**src/rtl/sc_scaled_adder_n.sv**
```systemverilog
// N-input stochastic scaled adder: each output bit is 1 with probability sum(P(x[i]))/N.
// A residue accumulator carries the fractional part of the input popcount from cycle to cycle.
module sc_scaled_adder_n #(
  parameter int N_INPUTS   = 4,
  parameter int ACC_INIT   = N_INPUTS / 2,
  parameter int STREAM_LEN = 256,
  parameter bit AUTO_CLEAR = 1'b1
) (
  input  logic                clk,
  input  logic                rst,
  input  logic                clear,
  input  logic                en,
  input  logic [N_INPUTS-1:0] x,
  output logic                out,
  output logic                out_valid,
  output logic                last
);

  localparam int ACC_W = $clog2(2 * N_INPUTS);
  localparam int CNT_W = (STREAM_LEN > 1) ? $clog2(STREAM_LEN) : 1;

  localparam logic [ACC_W-1:0] ACC_RST  = ACC_W'(ACC_INIT);
  localparam logic [ACC_W-1:0] N_VAL    = ACC_W'(N_INPUTS);
  localparam logic [CNT_W-1:0] CNT_LAST = CNT_W'(STREAM_LEN - 1);

  logic [ACC_W-1:0] acc;
  logic [CNT_W-1:0] cnt;

  logic [ACC_W-1:0] sum_p0;
  logic [ACC_W-1:0] res_p0;
  logic             bit_p0;
  logic             last_p0;

  function automatic logic [ACC_W-1:0] popcount(input logic [N_INPUTS-1:0] v);
    logic [ACC_W-1:0] c;
    c = '0;
    for (int i = 0; i < N_INPUTS; i++) c = c + ACC_W'(v[i]);
    return c;
  endfunction

  // Emit a 1 whenever the running sum reaches N; keep the remainder as residue.
  function automatic logic [ACC_W:0] scale_step(input logic [ACC_W-1:0] s);
    if (s >= N_VAL) return {1'b1, s - N_VAL};
    return {1'b0, s};
  endfunction

  // Stage p0: combine residue with this cycle's inputs
  always_comb begin
    sum_p0           = acc + popcount(x);
    {bit_p0, res_p0} = scale_step(sum_p0);
    last_p0          = (cnt == CNT_LAST);
  end

  // Output register stage
  always_ff @(posedge clk) begin
    if (rst || clear) begin
      acc       <= ACC_RST;
      cnt       <= '0;
      out       <= 1'b0;
      out_valid <= 1'b0;
      last      <= 1'b0;
    end else if (en) begin
      out       <= bit_p0;
      out_valid <= 1'b1;
      last      <= last_p0;
      if (last_p0) begin
        cnt <= '0;
        acc <= AUTO_CLEAR ? ACC_RST : res_p0;
      end else begin
        cnt <= cnt + CNT_W'(1);
        acc <= res_p0;
      end
    end else begin
      out_valid <= 1'b0;
      last      <= 1'b0;
    end
  end

endmodule

```
**config.mk**
```make
export PLATFORM = sky130hd
export DESIGN_NAME = sc_scaled_adder_n
export DESIGN_NICKNAME = d
export VERILOG_FILES = /design/src/rtl/sc_scaled_adder_n.sv
export SDC_FILE = /design/constraint.sdc
export NUM_CORES = 1
export LEC_CHECK = 0
export ABC_AREA = 1
export BUFFER_PORTS_ARGS = -buffer_cell sky130_fd_sc_hd__buf_4
export CAP_MARGIN = 20
export CORE_MARGIN = 2
export CORE_UTILIZATION = 30
export CTS_CLUSTER_SIZE = 20
export DETAILED_ROUTE_END_ITERATION = 6
export GPL_TIMING_DRIVEN = 0
export MAX_ROUTING_LAYER = met4
export PLACE_DENSITY = 0.53
export SLEW_MARGIN = 20
export SYNTH_ARGS = -nofsm -noshare
export SYNTH_HDL_FRONTEND = slang
export SYNTH_SLANG_ARGS = --single-unit
```
**constraint.sdc**
```tcl
create_clock -name clk -period 2.5 [get_ports clk]
set_input_delay 0.5 -clock clk [delete_from_list [all_inputs] [get_ports clk]]
set_output_delay 0.5 -clock clk [all_outputs]
set_load 0.05 [all_outputs]
```
Word-level counts from Yosys, hierarchy flattened --
Cells that the tools add are included.
Cells by class: magnitude comparators 1, reductions and logical operators 2, mux-type cells 6, bitwise operators 1, $add $sub $neg 6, equality and inequality tests 1
Operators by type and width (number):
- 8-bit by 1-bit adder with 8-bit output, second input constant | 1
- 8-bit == test, second input constant | 1
- 4-bit 2-to-1 mux | 2
- 8-bit 2-to-1 mux | 1
- 2-bit by 1-bit adder with 3-bit output | 1
- 3-bit by 1-bit adder with 3-bit output | 1
- 3-bit adder | 1
- 3-bit greater-or-equal comparator, second input constant | 1
- 3-bit 2-to-1 mux | 1
- 3-bit subtractor, second input constant | 1
- 1-bit by 1-bit adder with 2-bit output | 1
- 1-bit 2-to-1 mux | 2
- 2-bit OR reduction | 1
- 1-bit logical OR | 1
- 1-bit inverter | 1
Word-level totals: register bits after elaboration 14, output and inout port bits 3, input port bits 8, word-level logic and storage cells 22

Depth between registers and ports, before layout --
word-level depth 8, gate-level depth with buffers 7

Worst setup path after synthesis --
No wires, ideal clock.
path kind in2reg, start in x[0], end reg out, data arrival time 1.979 ns, path buffers 0, setup slack 0.403 ns, data required time 2.382 ns, stages on the path 5, cells stage by stage fa_1 -> fa_1 -> fa_1 -> xnor2_1 -> o21ai_2
On the way: word-level cells in the longest chain between the ends 7
RTL lines:
- from (decl) | line 13 | input logic [N_INPUTS-1:0] x,
- 1-bit by 1-bit adder with 2-bit output | line 37 | for (int i = 0; i < N_INPUTS; i++) c = c + ACC_W'(v[i]);
- 2-bit by 1-bit adder with 3-bit output | line 37
- 3-bit by 1-bit adder with 3-bit output | line 37
- 3-bit adder | line 49 | sum_p0 = acc + popcount(x);
- 3-bit greater-or-equal comparator | line 43 | if (s >= N_VAL) return {1'b1, s - N_VAL};
- 1-bit 2-to-1 mux | line 43
- 4-bit 2-to-1 mux | line 44 | return {1'b0, s};
- to (signal assigned) | line 63 | out <= bit_p0;
- to (decl) | line 14 | output logic out,
Every way passes these cells. A chain may end at the register's enable or synchronous reset.

Final worst setup path --
Ends and elaborated chain as after synthesis.

==> impl_metrics.tcl <==
set metrics [dict create \
    status "complete, no violations" \
    syn2layout_area_growth_pct 19.58 \
    cts.repair_timing.setup_buffer_count 0 \
    viasPerCell 4.654 \
    die_area_mm2 0.002770 \
    tns_ps 0 \
    vias 605 \
    rows 17 \
    max_freq_mhz 497.9 \
    fin_nets 115 \
    worst-setup-path-type "primary input to flop" \
    overflow 0 \
    synth_area_per_cell_um2 7.971 \
    worstPathArrival_ps 2190 \
    htree_levels 1 \
    ir_drop_mv 0.3013 \
    antenna_found_initial 0 \
    clkSinkCount 14 \
    path_cells "buf_4 > fa_1 > fa_1 > fa_1 > xnor2_1 > o21ai_2" \
    die_w_um 52.63 \
    dr.pass1.iters 4 \
    gp_congestion 0.7126 \
    fin_skew_ps 2.277 \
    cts_resized 0 \
    hold_buffers 0 \
    period_share_pct 80.34 \
    wl_per_cell_um 10.45 \
    worst-endpoint-required_ps 2680 \
    rsz0062_at_grt "false" \
    rr_startpoint "acc[0]$_SDFFE_PP0P_" \
    p_leak_nw 0.3181 \
    coreArea_mm2 0.002233 \
    grt_pass1_wl_um 2242 \
    fill_cells 245 \
    maxSlewViolCount 0 \
    hold_start "acc[2]$_SDFFE_PP0P_" \
    crit_top_cell "fa_1" \
    io_pins 11 \
    clk_latency_ps 280 \
    powerDensity_mw_per_mm2 531.8 \
    cts_root_buf "clkbuf_4" \
    maxCapViolCount 0 \
    route.detailed.drc 0 \
    cts_tree "built" \
    worstMarginPinSlew_ps 237.6 \
    grt.total_usage_pct 11.79 \
    first_global_vias 515 \
    totalPowerFinal_mw 0.4512 \
    drt_iter0_drc 8 \
    cp-start-kind "primary input" \
    port_buffers 9 \
    clockBufferDepth 2 \
    startpoint "x[0]" \
    initial_core_util_pct 31.76 \
    slowest_delay_ps 490 \
    synth_cells 89 \
    finalCriticalPeriod_ps 2008 \
    synth_area_um2 709.4 \
    crit_family "adder cells" \
    path_max_fanout 1 \
    die_h_um 52.63 \
    dpl.hpwl_um 1023 \
    yosysSeqAreaShare_pct 39.51 \
    wl_um 1359 \
    clk_pin_slew_ps 90 \
    worstHoldPathType "flop to flop" \
    final_antenna_net_count 0 \
    antenna_cells 0 \
    layout-drive-gt1-share_pct 26.47 \
    syn-num-nets 101 \
    ys_types 20 \
    worstSetupEndpointType "flop" \
    grt_max_degree 11 \
    hold_viol 0 \
    cts_buffers 3 \
    yosysWarningCount 0 \
    relSlewSlack_pct 84.05 \
    setup_violations 0 \
    ys_ff_latch 14 \
    cp_num_buf_inv 1 \
    slowest_stage "fa_1" \
]
metal layers:
metal	wire [um]	global-route usage [%]	up-vias
li1	-	-	308
met1	662	15.36	284
met2	627	16.25	11
met3	41	1.714	2
met4	27	8.974	0
met5	0	-	-
cells by family after synthesis:
logic type	count (synthesis)	share of synthesized area (%)
buffers and inverters	11	6.879
AND/OR/NAND/NOR	50	35.27
flip-flops	14	39.51
XOR/XNOR	1	1.235
adder cells (fa/ha/maj)	4	10.23
AO/OA/AOI/OAI	9	6.879
through the flow:
| stage | instances | hold WS, ps | utilization [%] | area [um2] | worst slack, ps |
|---|---|---|---|---|---|
| after detailed placement | 126 | 459.1 | 36.36 | 812.0 | 171.2 |
| after CTS | 130 | 471.3 | 37.98 | 848.3 | 483.2 |
| after global routing | 130 | 480.0 | 37.98 | 848.3 | 461.8 |
| final | 130 | 462.5 | 37.98 | 848.3 | 491.5 |
| after floorplan | 89 | 434.9 | - | 709.4 | 403.1 |
| after global placement | 126 | 447.6 | 36.36 | 812.0 | 192.5 |
flip-flops by register name, summed over array words and instances, names as in the netlist:
register / count
cnt: 8
last: 1
acc: 3
out_valid: 1
out: 1
worst min-delay path, cell delays in order (launching register included):
cell	delay, ps
dfxtp_1	330
nand2_1	60
nor2_1	40
cell usage in the layout (no fill, tap or decap):
| cell | n |
|---|---|
| nand2_1 | 21 |
| nor3_1 | 3 |
| buf_4 | 9 |
| fa_1 | 3 |
| nand2_2 | 2 |
| buf_6 | 1 |
| inv_1 | 7 |
| o21ai_0 | 2 |
| a21oi_1 | 6 |
| clkbuf_8 | 1 |
| nor2_4 | 3 |
| nand4_1 | 1 |
| nor2_1 | 7 |
| nand3_1 | 8 |
| clkbuf_4 | 3 |
| ha_1 | 1 |
| nor2_2 | 3 |
| inv_2 | 3 |
| nand2_4 | 1 |
| xnor2_1 | 1 |
| nand3b_1 | 1 |
| dfxtp_1 | 14 |
| o21ai_2 | 1 |
path summary, 6_finish.rpt:
path | endpoint | slack, ps | cells past startpoint
worst max register to register | out$_SDFFE_PP0P_ | 960 | 4
worst min-delay path | acc[2]$_SDFFE_PP0P_ | 460 | 2
worst min register to register | acc[2]$_SDFFE_PP0P_ | 460 | 2
worst max-delay path | out$_SDFFE_PP0P_ | 490 | 6
cell type report:
cell class	count	area, um2	share of cell area (%)
multi-input cells	64	380.4	44.84
flip-flops and latches	14	280.3	33.04
repair buffers	9	67.56	7.965
inverters	10	37.54	4.425
clock buffers	4	36.28	4.277
well taps	28	35.03	4.130
plain buffers	1	11.26	1.327
report_power, final:
| group | switching [mW] | total, mW | internal [mW] |
|---|---|---|---|
| Combinational | 0.0286 | 0.0510 | 0.0224 |
| Sequential | 0.00337 | 0.231 | 0.227 |
| Clock | 0.0808 | 0.169 | 0.0887 |
synthesized netlist by cell type, drive strengths merged:
library cell  count  area, um2
a21oi             6      30.03
buf               1      11.26
dfxtp            14      280.3
fa                3      60.06
ha                1      12.51
inv              10      37.54
nand2            24      102.6
nand3             8      40.04
nand3b            1      7.510
nand4             1      6.260
nor2             13      78.83
nor3              3      15.01
o21ai             3      18.77
xnor2             1      8.760
(Power assumes the default switching activity.)
